==> src/rtl/ps2_pkg.sv <==
// Shared PS/2 scan-code constants, decode FSM states and the key event record.
package ps2_pkg;

  localparam logic [7:0] SC_EXT   = 8'hE0;
  localparam logic [7:0] SC_BRK   = 8'hF0;
  localparam logic [7:0] SC_PAUSE = 8'hE1;

  // Keyboard status/response bytes that never form part of a key event.
  localparam int unsigned N_STATUS = 6;
  localparam logic [7:0] SC_STATUS [N_STATUS] = '{8'hAA, 8'hEE, 8'hFA, 8'hFE, 8'h00, 8'hFF};

  typedef enum logic [2:0] {
    ST_IDLE,
    ST_EXT,
    ST_BRK,
    ST_EXT_BRK,
    ST_SKIP
  } state_t;

  typedef struct packed {
    logic       ext;
    logic       brk;
    logic [7:0] code;
  } key_evt_t;

  function automatic logic is_status(input logic [7:0] b);
    logic hit;
    hit = 1'b0;
    for (int unsigned i = 0; i < N_STATUS; i++) begin
      if (b == SC_STATUS[i]) hit = 1'b1;
    end
    return hit;
  endfunction

endpackage

==> src/rtl/ps2_evt_fifo.sv <==
// Circular-buffer event FIFO; occupancy counter decides full/empty.
// A push while full is still accepted when a pop happens in the same cycle.
module ps2_evt_fifo #(
  parameter int unsigned DEPTH = 4,
  parameter int unsigned W     = 10
) (
  input  logic                       clk,
  input  logic                       rst,
  input  logic                       push,
  input  logic [W-1:0]               push_data,
  input  logic                       pop,
  output logic [W-1:0]               pop_data,
  output logic [$clog2(DEPTH):0]     cnt,
  output logic                       drop
);

  localparam int unsigned AW = $clog2(DEPTH);

  logic [W-1:0]  mem [DEPTH];
  logic [AW-1:0] wr_ptr;
  logic [AW-1:0] rd_ptr;
  logic          empty;
  logic          full;
  logic          pop_ok;
  logic          push_ok;

  assign empty   = (cnt == '0);
  assign full    = (cnt == (AW+1)'(DEPTH));
  assign pop_ok  = pop && !empty;
  assign push_ok = push && (!full || pop_ok);
  assign drop    = push && !push_ok;

  // Head reads as zero while empty so the outputs are defined after reset.
  assign pop_data = empty ? '0 : mem[rd_ptr];

  // Payload storage; no reset needed since the head is masked while empty.
  always_ff @(posedge clk) begin
    if (push_ok) mem[wr_ptr] <= push_data;
  end

  // Pointers wrap naturally at the power-of-two depth; count tracks occupancy.
  always_ff @(posedge clk or posedge rst) begin
    if (rst) begin
      wr_ptr <= '0;
      rd_ptr <= '0;
      cnt    <= '0;
    end else begin
      if (push_ok) wr_ptr <= wr_ptr + 1'b1;
      if (pop_ok)  rd_ptr <= rd_ptr + 1'b1;
      case ({push_ok, pop_ok})
        2'b10:   cnt <= cnt + 1'b1;
        2'b01:   cnt <= cnt - 1'b1;
        default: cnt <= cnt;
      endcase
    end
  end

endmodule

==> src/rtl/ps2_key_evt_ctrl.sv <==
// PS/2 key event sequencer: resolves E0/F0 prefixes, skips E1 pause
// sequences and status bytes, and queues key events for the display side.
// Optional typematic-repeat suppression: define KEY_REPEAT_FILTER_EN.
module ps2_key_evt_ctrl
  import ps2_pkg::*;
#(
  parameter int unsigned FIFO_DEPTH  = 4,
  parameter int unsigned TIMEOUT_CYC = 1000000
) (
  input  logic                          clk,
  input  logic                          rst,
  input  logic [7:0]                    byte_in,
  input  logic                          byte_vld,
  output logic [7:0]                    evt_code,
  output logic                          evt_ext,
  output logic                          evt_brk,
  output logic                          evt_vld,
  input  logic                          evt_rdy,
  output logic                          ovf,
  input  logic                          ovf_clr,
  output logic [$clog2(FIFO_DEPTH):0]   fifo_cnt
);

  localparam int unsigned TW = $clog2(TIMEOUT_CYC) + 1;
  localparam logic [TW-1:0] TMO_LAST = TW'(TIMEOUT_CYC - 1);

  state_t     state, state_nx;
  logic [2:0] skip_cnt, skip_nx;
  logic [TW-1:0] tmo_cnt;
  logic       emit;
  key_evt_t   emit_evt;
  logic       keep;
  logic       push_q;
  key_evt_t   push_evt;
  logic       pop;
  logic       drop;
  logic [9:0] head_raw;
  key_evt_t   head;

  // Prefix decode: next state, skip counter and the event to emit.
  always_comb begin
    state_nx = state;
    skip_nx  = skip_cnt;
    emit     = 1'b0;
    emit_evt = '{ext: 1'b0, brk: 1'b0, code: byte_in};
    if (byte_vld) begin
      case (state)
        ST_IDLE: begin
          if (byte_in == SC_EXT) begin
            state_nx = ST_EXT;
          end else if (byte_in == SC_BRK) begin
            state_nx = ST_BRK;
          end else if (byte_in == SC_PAUSE) begin
            state_nx = ST_SKIP;
            skip_nx  = 3'd7;
          end else if (!is_status(byte_in)) begin
            emit = 1'b1;
          end
        end
        ST_EXT: begin
          if (byte_in == SC_BRK) begin
            state_nx = ST_EXT_BRK;
          end else begin
            emit         = 1'b1;
            emit_evt.ext = 1'b1;
            state_nx     = ST_IDLE;
          end
        end
        ST_BRK: begin
          emit         = 1'b1;
          emit_evt.brk = 1'b1;
          state_nx     = ST_IDLE;
        end
        ST_EXT_BRK: begin
          emit         = 1'b1;
          emit_evt.ext = 1'b1;
          emit_evt.brk = 1'b1;
          state_nx     = ST_IDLE;
        end
        ST_SKIP: begin
          if (skip_cnt <= 3'd1) begin
            skip_nx  = '0;
            state_nx = ST_IDLE;
          end else begin
            skip_nx = skip_cnt - 1'b1;
          end
        end
        default: state_nx = ST_IDLE;
      endcase
    end else if (state != ST_IDLE && tmo_cnt == TMO_LAST) begin
      // Abandon an unfinished sequence; a same-cycle byte takes priority above.
      state_nx = ST_IDLE;
      skip_nx  = '0;
    end
  end

`ifdef KEY_REPEAT_FILTER_EN
  logic [7:0] rec_code;
  logic       rec_ext;
  logic       rec_vld;
  logic       rec_hit;

  assign rec_hit = rec_vld && rec_code == emit_evt.code && rec_ext == emit_evt.ext;
  assign keep    = emit && !(rec_hit && !emit_evt.brk);

  // Last-pressed key record: set on a new make, cleared by its own break.
  always_ff @(posedge clk or posedge rst) begin
    if (rst) begin
      rec_code <= '0;
      rec_ext  <= 1'b0;
      rec_vld  <= 1'b0;
    end else if (emit) begin
      if (!emit_evt.brk && !rec_hit) begin
        rec_code <= emit_evt.code;
        rec_ext  <= emit_evt.ext;
        rec_vld  <= 1'b1;
      end else if (emit_evt.brk && rec_hit) begin
        rec_vld <= 1'b0;
      end
    end
  end
`else
  assign keep = emit;
`endif

  // FSM state, skip counter and idle timeout counter.
  always_ff @(posedge clk or posedge rst) begin
    if (rst) begin
      state    <= ST_IDLE;
      skip_cnt <= '0;
      tmo_cnt  <= '0;
    end else begin
      state    <= state_nx;
      skip_cnt <= skip_nx;
      if (byte_vld || state == ST_IDLE) tmo_cnt <= '0;
      else                              tmo_cnt <= tmo_cnt + 1'b1;
    end
  end

  // Registered push stage: decode of byte N reaches the FIFO in cycle N+1.
  always_ff @(posedge clk or posedge rst) begin
    if (rst) begin
      push_q   <= 1'b0;
      push_evt <= '0;
    end else begin
      push_q   <= keep;
      push_evt <= emit_evt;
    end
  end

  assign pop = evt_vld && evt_rdy;

  ps2_evt_fifo #(
    .DEPTH (FIFO_DEPTH),
    .W     (10)
  ) u_fifo (
    .clk       (clk),
    .rst       (rst),
    .push      (push_q),
    .push_data (push_evt),
    .pop       (pop),
    .pop_data  (head_raw),
    .cnt       (fifo_cnt),
    .drop      (drop)
  );

  assign head     = key_evt_t'(head_raw);
  assign evt_code = head.code;
  assign evt_ext  = head.ext;
  assign evt_brk  = head.brk;
  assign evt_vld  = (fifo_cnt != '0);

  // Sticky overflow flag; a new drop wins over a same-cycle clear.
  always_ff @(posedge clk or posedge rst) begin
    if (rst)          ovf <= 1'b0;
    else if (drop)    ovf <= 1'b1;
    else if (ovf_clr) ovf <= 1'b0;
  end

endmodule
==> config.mk <==
export PLATFORM = sky130hd
export DESIGN_NAME = ps2_key_evt_ctrl
export DESIGN_NICKNAME = d
export VERILOG_FILES = /design/src/rtl/ps2_pkg.sv /design/src/rtl/ps2_evt_fifo.sv /design/src/rtl/ps2_key_evt_ctrl.sv
export SDC_FILE = /design/constraint.sdc
export NUM_CORES = 1
export LEC_CHECK = 0
export CORE_MARGIN = 5
export CORE_UTILIZATION = 55
export DETAILED_ROUTE_END_ITERATION = 16
export PLACE_DENSITY = 0.75
export SLEW_MARGIN = 20
export SYNTH_ARGS = -nofsm -noshare
export SYNTH_HDL_FRONTEND = slang
export SYNTH_SLANG_ARGS = --single-unit
==> constraint.sdc <==
create_clock -name clk -period 5.3 [get_ports clk]
set_clock_uncertainty 0.1 [all_clocks]
set_input_delay 0.795 -clock clk [delete_from_list [all_inputs] [get_ports clk]]
set_output_delay 0.795 -clock clk [all_outputs]
set_load 0.05 [all_outputs]
Yosys cells after proc, flatten, opt, wreduce, memory -nomap -nowiden:

Memories as Yosys holds them, arrays and structs flattened.
Cells that the tools add are included.

* reduce and logical (&&, ||, !) cells: 21
* equal/unequal tests: 22
* $add $sub $neg: 6
* $lt $le $gt $ge: 1
* multiplexer cells: 42

Operators by type and width (number)
* $eq A8 B8 Y1 const B: 8
* $mux W3: 11
* $mux W1: 22
* $add A21 B1 Y21 const B: 1
* $eq A21 B20 Y1 const B: 1
* $mux W21: 1
* $ne A3 B3 Y1 const B: 4
* $pmux W3 S2: 2
* $mux W10: 1
* $pmux W3 S3: 1
* $logic_not A8 Y1: 1
* $eq A3 B2 Y1 const B: 2
* $eq A3 B3 Y1 const B: 2
* $logic_not A3 Y1: 2
* $reduce_bool A2 Y1: 3
* $reduce_bool A3 Y1: 2
* $sub A3 B1 Y3 const B: 2
* $logic_and A1 B1 Y1: 5
* $ne A5 B5 Y1 const B: 1
* $reduce_and A5 Y1: 1
* $add A2 B1 Y2 const B: 2
* $mux W2: 2
* $add A3 B1 Y3 const B: 1
* $eq A3 B1 Y1 const B: 1
* other kinds (10): 13

* word-level logic and storage cells: 104
* memory bits (writable): 40
* memories: 1
* register bits after elaboration: 46

Memories
* u_fifo.mem: depth 4, width 10, read ports 1, clocked after Yosys merged registers in 0, write ports 1, line ps2_evt_fifo.sv:19 `logic [W-1:0] mem [DEPTH];`

Depth between registers and ports, before layout:

Gate-level depths: netlist of the first run.

* depth in word-level cells: 18
* mapped depth: 9
* gate-level depth less buffers: 8

Modules after synthesis:

From an unflattened synthesis of the first run, not the netlist that was laid out.

* cells, all modules: 306
* area, all modules: 3940.0 um^2

By module, submodules not included
* ps2_evt_fifo: times used 1, area an instance 1978.1 um^2, seq. area each 1376.3 um^2, cells each 103
* ps2_key_evt_ctrl: times used 1, area an instance 1961.9 um^2, seq. area each 975.9 um^2, cells each 203

Least setup slack after synthesis of the first run:

Ideal clock, no wire load.

* kind: reg-to-output
* start point: register u_fifo.cnt[0]
* end point: output evt_brk
* data required time: 4405 ps
* stages on the path, launching flop included: 4
* slack: 2390 ps
* arrival time: 2015 ps
* buffers on the path: 1
* path through: dfrtp_1 or3_1 clkbuf_1 and2_1

* longest elaborated chain between the ends: 2

RTL lines
* from (decl): line ps2_evt_fifo.sv:13 `output logic [$clog2(DEPTH):0] cnt,`
* from (signal assigned): line ps2_evt_fifo.sv:51 `2'b10: cnt <= cnt + 1'b1;`
* from (signal assigned): line ps2_evt_fifo.sv:52 `2'b01: cnt <= cnt - 1'b1;`
* from (signal assigned): line ps2_evt_fifo.sv:53 `default: cnt <= cnt;`
* $logic_not A3 Y1: line ps2_evt_fifo.sv:27 `assign empty = (cnt == '0);`
* $mux W10: line ps2_evt_fifo.sv:34 `assign pop_data = empty ? '0 : mem[rd_ptr];`
* to (decl): line ps2_key_evt_ctrl.sv:16 `output logic evt_brk,`

Every way passes these cells.

Worst setup path after layout of the first run:

* start point: register u_fifo.rd_ptr[0]
* end point: output evt_code[5]

* longest elaborated chain between the ends: 2

RTL lines
* from (decl): line ps2_evt_fifo.sv:21 `logic [AW-1:0] rd_ptr;`
* from (signal assigned): line ps2_evt_fifo.sv:49 `if (pop_ok) rd_ptr <= rd_ptr + 1'b1;`
* $mem_v2 Z4 W10
* $mux W10: line ps2_evt_fifo.sv:34
* to (decl): line ps2_key_evt_ctrl.sv:14 `output logic [7:0] evt_code,`

Every way passes these cells.

==> results.md, run 1 <==
Run status:
- The flow ran to the end, and the final reports show no timing, DRC or antenna violations.

Worst setup path:
- The slowest cell on the critical path is dfrtp_1.
- In this design, the stage delay of the slowest critical-path cell is 780 ps.
- The kind of end point of the critical path is an output pin.
- Traced cell by cell, the critical path runs through mux4_2 -> and2_1 -> clkdlybuf4s50_1.
- Of all nets on the critical path, the largest fanout is 12.
- The worst register-to-register path has a depth of 8.
- The register-to-register setup slack is between 3000 and 4000 ps.
- The critical path class is reg2out.
- The element type at the critical path start is a flip-flop.
- At the worst endpoint, the arrival time is approximately 2600 ps.
- The worst register-to-register path ends at u_fifo.cnt[2].
- The data required time at the worst endpoint is around 4400 ps.
- The launching point of the worst reg2reg path is u_fifo.cnt[2].

Floorplanning:
- The full die area is around 9000 um2.
- The total I/O pin count is 28.
- The vertical die dimension is roughly 94 um.
- The horizontal die dimension is about 94 um.
- The floorplan has 30 rows.
- The core box area is between 6000 and 7000 um2.
- The initial cell density of the core is 0.571.

Placement:
- Detailed placement ended at an HPWL of ~4500 um.
- Including well taps, the total number of placed cells is between 400 and 500.
- The final estimated routing congestion in global placement is between 0.7 and 0.8.
- Input and output buffers added on the ports amount to 27.

Synth:
- The leading register cell type out of synthesis is dfrtp_1.
- The post-synthesis async set-or-reset flop share is 0.535.
- Counting distinct cell types in the post-synthesis netlist gives between 40 and 50.
- For this run, the register share of the synthesized area comes to 0.603.
- The number of flops mapped to enable cells by yosys is 40.
- The count of mapped cells out of synthesis is 307.
- For this run, the number of Yosys warnings is 0.
- The flop and latch count out of synthesis is between 80 and 90.
- The number of nets handed over by synthesis was 328.
- Summing every instance area after synthesis gives a little under 4000 um2.
- The mean instance size in the synthesized netlist is between 10 and 15 um2.

Final layout:
- The filler cell count in the final layout is 530.
- The area growth from synthesis to layout is 14.5%.
- 0 antenna diodes ended up in the layout.
- The ratio of cells with drive above 1 in the final layout is 0.115.
- The end-of-flow core utilization is 0.654.
- The finished layout holds around 440 standard cells, fillers aside.
- The final layout net count is around 360.

Power and ir drop:
- The reported leakage power is about 1.7 nW.
- The portion of total power attributed to sequential cells is 0.405.
- The cell internal power dissipation is between 1 and 1.5 mW.
- Of the total power, the clock network draws 0.226.
- The total power per unit cell area is 498 nW/um2.
- For this design the total switching power over the nets is 818 uW.
- Of the total power, combinational logic draws 0.369.
- IR analysis of the VDD net gives a maximum drop of 0.189 mV.
- The share of total power consumed by net switching is 0.368.

GRT:
- The number of global-route vias before repair was 2387.
- The combined global-route utilization of all metal layers is 0.175.
- The first global-routing pass estimated around 12000 um of wire.
- The total overflow left after global routing is 0.
- Entering global routing, the biggest net connects 47 pins.
- The number of antenna violations at the first check in global routing is 0.

Timing:
- Setup repair after global routing left no endpoint under its margin.
- The final-report max-slew violation count is 0.
- For this run, the top clock speed supported by timing is around 290 MHz.
- At the pin with the least slew margin, the transition time is just under 1000 ps.
- In this run the tightest slew margin relative to its limit is 0.357.
- Setup violations remaining at the end of the flow were counted as 0.
- The ratio of final minimum period to clock period is 0.656.
- The worst path in the final design needs a cycle of between 3000 and 4000 ps, including I/O delays and setup.
- After routing, the total negative slack on setup checks comes to 0 ps.
- The count of endpoints failing hold in the final timing report is 0.

Detailed routing:
- Dividing the detail-routed via count by the number of cells gives between 5 and 6.
- The antenna violation net count after detailed routing is 0.
- The first detailed-routing pass ran for 4 iterations.
- The first-iteration detailed-routing DRC count is ~110.
- Summing over every cut layer, the via total after detailed routing is 2415.
- In the final routed layout, each cell accounts on average for between 15 and 20 um.
- After detailed routing, the total wire length is between 6000 and 7000 um.
- For this run, design rule violations remaining after detail routing come to 0.

Hold path:
- The endpoint of the worst hold-timing path is tmo_cnt[0].
- The path class of the tightest hold or removal check is reg2reg.
- The beginning of the worst hold path is tmo_cnt[0].
- The number of cells traversed by the worst hold path is 1.

Clocking:
- The number of hold buffers added after CTS was 0.
- Post-CTS repair changed the size of 0 cells.
- The tree built by TritonCTS fans out to 86 sinks.
- The post-CTS setup buffer count is 0.
- TritonCTS built the clock tree.
- In this run the number of H-tree levels came out at 3.
- The number of clock buffers added by TritonCTS is 9.
- Counting along the longest clock path gives a buffer depth of 2.
- The source-to-sink clock delay at the later pin of the worst-skew pair is 350 ps.
- In this run the clock root is driven by a clkbuf_8.
- The clock transition at the registers of the reported paths is 80 ps.

Run:
- Max-cap violations in this run came to 0.
-- cell type report --
cell class                 count  area, um2  area share
clock buffer                  11        131      0.0294
tap                           96        120      0.0269
multi-input combinational    195       1450       0.324
clock inverter                 5       83.8      0.0188
timing repair buffer          27        270      0.0605
inverter                      16       60.1      0.0134
sequential                    86       2350       0.527
-- worst max-delay path by stage --
stage	slack, ps	end	startpoint	depth (start not counted)
after floorplan	2390	evt_brk	u_fifo.cnt[0]	3
after global placement	2200	evt_code[4]	u_fifo.rd_ptr[0]	3
after detailed placement	2180	evt_code[7]	u_fifo.rd_ptr[0]	3
after CTS	1780	evt_code[6]	u_fifo.rd_ptr[0]	3
after global routing	1660	evt_code[2]	u_fifo.rd_ptr[0]	3
final	1820	evt_code[5]	u_fifo.rd_ptr[0]	3
-- cells by family after synthesis --
group / after synthesis / share of synthesized area
AO/OA/AOI/OAI: 33 / 0.0558
adder cells (fa/ha/maj): 8 / 0.0276
multiplexers: 11 / 0.0606
flip-flops: 86 / 0.603
XOR/XNOR: 22 / 0.0494
buffers and inverters: 26 / 0.0260
AND/OR/NAND/NOR: 121 / 0.178
-- cells in the final DEF (no fill, tap or decap), drive strengths merged, types with 2 or more instances in the layout --
| cell | netlist | routed |
|---|---|---|
| a21oi | 9 | 9 |
| a2bb2oi | 2 | 2 |
| a31oi | 2 | 2 |
| a32o | 2 | 2 |
| and2 | 17 | 17 |
| and3 | 7 | 7 |
| and4 | 2 | 2 |
| bufinv | 0 | 2 |
| clkbuf | 8 | 11 |
| clkdlybuf4s50 | 0 | 27 |
| clkinvlp | 0 | 2 |
| dfrtp | 46 | 46 |
| edfxtp | 40 | 40 |
| ha | 7 | 7 |
| inv | 16 | 17 |
| mux4 | 10 | 10 |
| nand2 | 17 | 17 |
| nand2b | 2 | 2 |
| nand3 | 11 | 11 |
| nand4 | 7 | 7 |
| nor2 | 31 | 31 |
| nor2b | 2 | 2 |
| nor3 | 10 | 10 |
| nor4 | 5 | 5 |
| nor4b | 3 | 3 |
| o21ai | 10 | 10 |
| or3 | 4 | 4 |
| xnor2 | 14 | 14 |
| xor2 | 8 | 8 |
-- sequential cells by signal (all words and copies together) (netlist names) --
name and flops:
u_fifo.mem 40, tmo_cnt 21, push_evt 10, skip_cnt 3
state 3, u_fifo.cnt 3, u_fifo.rd_ptr 2, u_fifo.wr_ptr 2
ovf 1, push_q 1
-- metal layers --
layer / GRT usage / vias to the layer above / part of all wire
met1: 0.238 / 1206 / 0.45
met2: 0.281 / 39 / 0.50
met3: 0.0264 / 13 / 0.028
met5: 0 / - / 0
li1: - / 1157 / -
met4: 0.0758 / 0 / 0.019
-- critical path, delay by kind of cell (launching register included) --
kind                   cells  cell delay [ps]
DFF                        1              780
buffers and inverters      1              690
muxes                      1              600
and+or+nand+nor            1              170
-- synthesized netlist by cell type, types with 8 or more instances --
| master | instances | area, um2 |
|---|---|---|
| nand2_1 | 17 | 63.8 |
| dfrtp_1 | 46 | 1150 |
| and2_1 | 17 | 106 |
| a21oi_1 | 9 | 45.0 |
| edfxtp_1 | 40 | 1200 |
| nor2_1 | 29 | 109 |
| nand3_1 | 11 | 55.1 |
| mux4_2 | 10 | 225 |
| inv_1 | 16 | 60.1 |
| xor2_1 | 8 | 70.1 |
| xnor2_1 | 14 | 123 |
| o21ai_0 | 10 | 50.1 |
-- power groups by stage --
| stage | Combinational (mW) | Clock, mW | Sequential [mW] |
|---|---|---|---|
| 2_1_floorplan | 0.593 | 0 | 0.905 |
| 3_3_place_gp | 0.807 | 0 | 0.911 |
| 3_5_place_dp | 0.822 | 0 | 0.914 |
| 4_1_cts | 0.827 | 0.513 | 0.902 |
| 5_1_grt | 0.878 | 0.550 | 0.919 |
| 6_report | 0.820 | 0.503 | 0.900 |
-- stage by stage --
| step | hold WS, ps | area, um2 | setup slack (ps) | power (mW) |
|---|---|---|---|---|
| floorplan | 355 | 3900 | 2390 | 1.50 |
| global placement | 371 | 4250 | 2200 | 1.72 |
| detailed placement | 374 | 4250 | 2180 | 1.74 |
| CTS | 386 | 4470 | 1780 | 2.24 |
| global route | 413 | 4470 | 1660 | 2.35 |
| finish | 383 | 4470 | 1820 | 2.22 |
Note: power is estimated with default switching activity, not from simulation.
==> inputs of run 2 (changes only) <==
Clock period 5.3 ns to 3.27 ns, I/O delays scaled along.
==> results.md, run 2 (synthesis results as in run 1) <==
GRT:
- The number of global-route vias before repair is ~2.4k.
- For this run, global-route usage on met1 was measured as 0.216.
- For met2 alone, demand over resource in global routing was 0.269.
- The first-pass GRT wire length is around 11000 um.
- met2 is the most crowded layer.
- The pin count of the biggest net entering global routing is 47.
- The number of antenna violations at the first check in global routing is 0.
- The total congestion overflow after global routing is 0.
- The met3 track demand over resource in global routing is 0.0321.
- The combined global-route utilization of all metal layers is 0.167.

Floorplanning:
- The initialized floorplan defines 30 standard-cell rows.
- 28 I/O pins were placed.
- The floorplan step defined a die boundary enclosing 8880 um2.
- The vertical die dimension is 94.2 um.
- The horizontal die dimension is about 94 um.
- For this configuration, the core starts out at a cell density of 0.571.
- The core region is around 6800 um2.

Clocking:
- Once the clock tree was built, the resizer swapped 0 gates to a different size.
- The clock tree from TritonCTS is built.
- The source-to-sink clock delay at the later pin of the worst-skew pair is between 300 and 400 ps.
- TritonCTS created 9 clock buffers.
- Buffers inserted to repair hold after CTS numbered 0.
- Clock-pin slew was measured on the worst setup and hold paths at around 90 ps.
- In this run the deepest clock path goes through 2 buffers.
- Post-CTS timing repair inserted 0 buffers for setup.
- For this design, the sink count on the clock tree is 86.
- The library cell used as clock root buffer is clkbuf_8.
- In this run the number of H-tree levels came out at 3.

Power and ir drop:
- The share of total power consumed by net switching is 0.372.
- Power spread over the standard cell area amounts to between 700 and 800 nW/um2.
- The part of the total power dissipated in combinational logic is 0.390.
- Of the total power, registers draw 0.404.
- Cell internal power was estimated by the tool at between 2 and 2.5 mW.
- In this run the static leakage power is about 1.7 nW.
- The part of the power in the clock network is 0.206.
- The worst-case IR drop observed on VDD is about 0.31 mV.
- The net switching component of the power is between 1 and 1.5 mW.

Worst setup path:
- The kind of end point of the critical path is an output pin.
- Along the worst path, the maximum fanout reaches 12.
- The worst setup path is of the reg2out kind.
- The worst setup path is launched from a flip-flop.
- The launching point of the worst reg2reg path is u_fifo.cnt[2].
- The register-to-register setup slack is 1060 ps.
- The number of cells on the worst reg-to-reg path is 8.
- In this run the worst setup path terminates at evt_code[4].
- The worst register-to-register path ends at u_fifo.cnt[2].
- The worst path arrival time is about 2300 ps.
- STA puts the critical path data required time at ~2700 ps.
- The critical path starts at u_fifo.rd_ptr[0].

Timing:
- Derived from the worst setup path, the maximum achievable clock frequency is roughly 340 MHz.
- In the post-route analysis, the smallest setup slack over all paths is approximately 350 ps.
- Dividing the final minimum period by the clock period gives 0.893.
- The worst pin sits at a relative slew slack of 0.378.
- The count of endpoints failing setup in the final report is 0.
- The final-report max-slew violation count is 0.
- The count of endpoints failing hold in the final timing report is 0.
- Setup repair after global routing left no endpoint under its margin.
- The clock period minus worst slack is ~2900 ps.
- For the pin with the worst max-slew slack, the measured transition is 932 ps.
- Summed over all failing endpoints, the final setup total negative slack is 0 ps.

Detailed routing:
- Summed over all layers, the routed wires come to ~6400 um.
- After the first detailed-routing iteration, the DRC count stood at 85.
- After detailed routing, the number of remaining DRC violations is 0.
- The antenna violation net count after detailed routing is 0.
- After detailed routing, the number of vias per cell comes to between 5 and 6.
- Across all layers, the routed design uses about 2.4k vias.
- The first detailed-routing pass ran for 4 iterations.
- The average wire per standard cell is between 10 and 15 um.

Final layout:
- The area of the multi-input gates is about 1400 um2.
- The design area is between 4000 and 5000 um2.
- The repair_antennas step left the layout with diodes totalling 0.
- The commonest non-fill, non-tap cell in the layout is dfrtp_1.
- The filler cell count in the final layout is 520.
- The number of flip-flops under the largest register name is 40.
- u_fifo.mem holds more flip-flops than any other register.
- In the layout the commonest cells are 46 x dfrtp_1, 40 x edfxtp_1, 29 x nor2_1.
- The area growth from synthesis to layout is 14.0%.
- The final non-filler cell total is 437.
- The largest registers in the layout are u_fifo.mem x40, tmo_cnt x21, push_evt x10.
- The area occupied by registers is approximately 2400 um2.
- The final layout contains roughly 360 nets.
- In the final layout, the share of cells above drive strength 1 is 0.117.

Placement:
- The total placed instance area is 4260 um2.
- The number of cells in the design after placement is between 400 and 500.
- The placed wire-length estimate is about 4400 um.
- The count of buffers from port buffering is 27.
- Timing analysis after detailed placement gives a worst setup slack of 543 ps.
- The congestion estimate from routability-driven global placement came to around 0.78.

Run status:
- The run finished with clean final reports.

Hold path:
- The number of cells traversed by the worst hold path is 1.
- The worst hold path belongs to the class reg2reg.

Run:
- The max-cap check violation count is 0.
==> run 2: changes by cell type in the layout (fill, tap and decap cells not counted) <==
| cell | delta |
|---|---|
| buf_4 | +1 |
| clkinvlp_4 | -1 |
| inv_6 | -1 |
| clkinv_4 | +2 |
| clkinv_2 | +1 |
| bufinv_16 | -1 |
==> run 2: how the worst min path moves through the flow <==
stage,from,endpoint
6_report,tmo_cnt[0],tmo_cnt[0]
3_5_place_dp,tmo_cnt[0],tmo_cnt[0]
3_3_place_gp,push_evt[6],u_fifo.mem[3][6]
2_1_floorplan,push_evt[0],u_fifo.mem[0][0]
4_1_cts,tmo_cnt[0],tmo_cnt[0]
5_1_grt,tmo_cnt[0],tmo_cnt[0]
==> run 2: final cells by class <==
| class | instances | area share |
|---|---|---|
| timing repair buffer | 28 | 0.0624 |
| tap | 96 | 0.0270 |
| multi-input combinational | 195 | 0.326 |
| sequential | 86 | 0.529 |
| clock inverter | 5 | 0.0135 |
| clock buffer | 11 | 0.0295 |
| inverter | 16 | 0.0135 |
==> run 2: worst max-delay path, stage by stage (launching register included) <==
cell and delay, ps:
dfrtp_1 330, buf_4 240, mux4_2 530, and2_1 170
clkdlybuf4s50_1 700
==> run 2: stage by stage <==
step / utilization / power, mW / hold slack (ps)
2_1_floorplan: - / 2.43 / 355
3_3_place_gp: 0.623 / 2.80 / 372
3_5_place_dp: 0.623 / 2.83 / 381
4_1_cts: 0.651 / 3.56 / 391
5_1_grt: 0.651 / 3.73 / 430
6_report: 0.651 / 3.51 / 385
==> run 2: power by group through the flow <==
stage               Combinational [mW]  Clock, mW  Sequential, mW
CTS                               1.39      0.747            1.42
detailed placement                1.39          0            1.45
finish                            1.37      0.725            1.42
global placement                  1.37          0            1.44
floorplan                        0.961          0            1.47
global route                      1.48      0.798            1.45
==> run 2: per-layer routing <==
| metal | part of all wire | up-vias |
|---|---|---|
| met3 | 0.027 | 11 |
| met2 | 0.50 | 32 |
| li1 | - | 1162 |
| met5 | 0 | - |
| met4 | 0.022 | 0 |
| met1 | 0.45 | 1160 |
==> inputs of run 3 (changes only) <==
Settings changed: CORE_MARGIN 5 to not set, DONT_BUFFER_PORTS set to 1, PLACE_DENSITY 0.75 to 0.7.
Clock period 3.27 ns to 3 ns, I/O delays scaled along.
==> results.md, run 3 (synthesis results as in run 1) <==
Run status:
- The run finished with clean final reports.

Final layout:
- The final layout net count is 338.
- The number of antenna diodes in the final layout is 0.
- The library cell used most frequently in the layout, excluding fill and tap cells, is dfrtp_1.
- The number of flip-flops under the largest register name is 40.
- The ratio of cells with drive above 1 in the final layout is 0.130.
- The top register by number of flip-flops is u_fifo.mem.
- The library cells used most frequently in the layout, excluding fill and tap cells, are 46 x dfrtp_1, 40 x edfxtp_1, 29 x nor2_1.
- The largest registers in the layout are u_fifo.mem x40, tmo_cnt x21, push_evt x10.
- The area growth from synthesis to layout is 9.71%.
- After routing the design area is 4280 um2.
- Once layout is complete, the cells apart from fillers number around 420.

Power and ir drop:
- For this design the static power due to leakage is between 1.5 and 2 nW.
- Across the VDD grid, the largest voltage drop is 0.343 mV.
- The total power per unit cell area is between 800 and 900 nW/um2.

Floorplanning:
- In this run the count of I/O pins placed on the die edge is 28.
- The vertical die dimension is roughly 86 um.
- The initial utilization of the core area, before any placement, comes to 0.571.
- The full die area is around 7400 um2.
- The floorplan step defined a core boundary enclosing 6830 um2.
- The die is roughly 86 um wide.
- Row generation in the floorplan step produced 30 rows.

GRT:
- The number of antenna violations at the first check in global routing came to 0.
- The total congestion overflow after global routing is 0.
- The combined global-route utilization of all metal layers is 0.197.
- The pin count of the biggest net entering global routing is 47.
- The number of global-route vias before repair is roughly 2.3k.
- The first global-routing pass estimated around 11000 um of wire.

Worst setup path:
- The data required time at the worst endpoint is between 2000 and 2500 ps.
- By startpoint and endpoint, the worst setup path is classified as reg2out.
- The worst path arrival time is between 2000 and 2500 ps.
- The worst setup path is launched from a flip-flop.
- In this run the worst path has a maximum fanout of 13.
- STA classifies the critical path endpoint as an output pin.

Placement:
- At the end of routability-driven placement, the weighted congestion stood at roughly 0.78.
- Input and output buffers added on the ports amount to 0.
- The total placed instance area is 3990 um2.
- Detailed placement ended at an HPWL of 4500 um.
- The number of cells in the design after placement is between 300 and 400.

Clocking:
- The post-CTS setup buffer count is 0.
- At the later pin of the worst-skew pair, clock insertion delay measures 360 ps.
- The tree is rooted in a clkbuf_8.
- After clock tree synthesis, the clock-pin slew on the worst setup and hold paths is 100 ps.
- The number of clock buffers added by TritonCTS is 9.
- In this run the deepest clock path goes through 2 buffers.
- The maximum level of the CTS H-tree is 3.
- TritonCTS built the clock tree.
- The TritonCTS sink count is 86.

Detailed routing:
- The average via count per standard cell is between 5 and 6.
- For this block, the routed nets add up to 6510 um of wire.
- The antenna violation net count after detailed routing is 0.
- The number of detailed-routing iterations run before antenna repair is 4.
- The routed layout has 2325 vias.
- Dividing the detail-routed wire length by the instance count gives 15.6 um.
- For this block, the initial DRC count from the detailed router was 75.
- The DRC violations left is 0.

Timing:
- The clock period minus worst slack is between 2000 and 3000 ps.
- The count of endpoints failing hold in the final timing report came to 0.
- The worst hold margin is 72.0 ps.
- The setup TNS after final layout is 0 ps.
- Of the available clock period, the critical path in the final layout requires 0.875.
- Setup repair after global routing left no endpoint under its margin.
- The final-report max-slew violation count is 0.
- The relative slew slack is 0.368.
- The actual slew at the worst max-slew pin is 947 ps.
- The count of endpoints failing setup in the final report is 0.
- For this run, the top clock speed supported by timing is between 300 and 400 MHz.

Run:
- The tool flagged a number of max-cap violations equal to 0.

Hold path:
- The type of the tightest min-delay check is in2async.
[run 3: power by group]
| part | switching [mW] | leakage (nW) | internal, mW |
|---|---|---|---|
| logic | 0.725 | 0.532 | 0.367 |
| registers | 0.252 | 0.967 | 1.42 |
| clock network | 0.457 | 0.106 | 0.406 |
[run 3: area by class of cell]
class                           instances  area (um2)
Timing Repair Buffer                    9        87.6
Inverter                               16        60.1
Clock buffer                            9         124
Clock inverter                          7        88.8
Fill cell                             550        2550
Multi-Input combinational cell        195        1450
Tap cell                               96         120
Sequential cell                        86        2350
[run 3: stage by stage]
| step | util | setup slack (ps) | total power [mW] |
|---|---|---|---|
| 3_5_place_dp | 0.584 | 593 | 2.81 |
| 2_1_floorplan | - | 182 | 2.65 |
| 5_1_grt | 0.627 | 212 | 3.83 |
| 4_1_cts | 0.627 | 310 | 3.68 |
| 6_report | 0.627 | 374 | 3.63 |
| 3_3_place_gp | 0.584 | 664 | 2.77 |
[run 3: worst max-delay path, cell delays in order (launching register included)]
cell and delay, ps:
dfrtp_1 730, or3_1 230, buf_4 260, and2_1 490
[run 3: what timing repair did]
action	4_1_cts	5_1_grt
hold buffers	8	0
resized for setup	0	0
endpoints found under the hold margin	8	0
[run 3: layer usage]
| layer | share of wire | GRT usage | vias to the layer above |
|---|---|---|---|
| met5 | 0 | 0 | - |
| met4 | 0.015 | 0.0773 | 0 |
| met3 | 0.025 | 0.0476 | 9 |
| met2 | 0.50 | 0.322 | 31 |
| met1 | 0.46 | 0.256 | 1160 |
| li1 | - | - | 1125 |
[run 3: path summary, 6_finish.rpt]
check,start,endpoint,slack [ps],cells after the start
setup / recovery,u_fifo.cnt[0],evt_code[6],370,3
hold / removal,rst,tmo_cnt[4],70,1
setup reg to reg,u_fifo.cnt[0],u_fifo.mem[0][1],600,5
hold reg to reg,push_evt[8],u_fifo.mem[2][8],400,0
max in group asynchronous,rst,push_evt[5],2140,1
min in group clk,ovf_clr,ovf,70,1
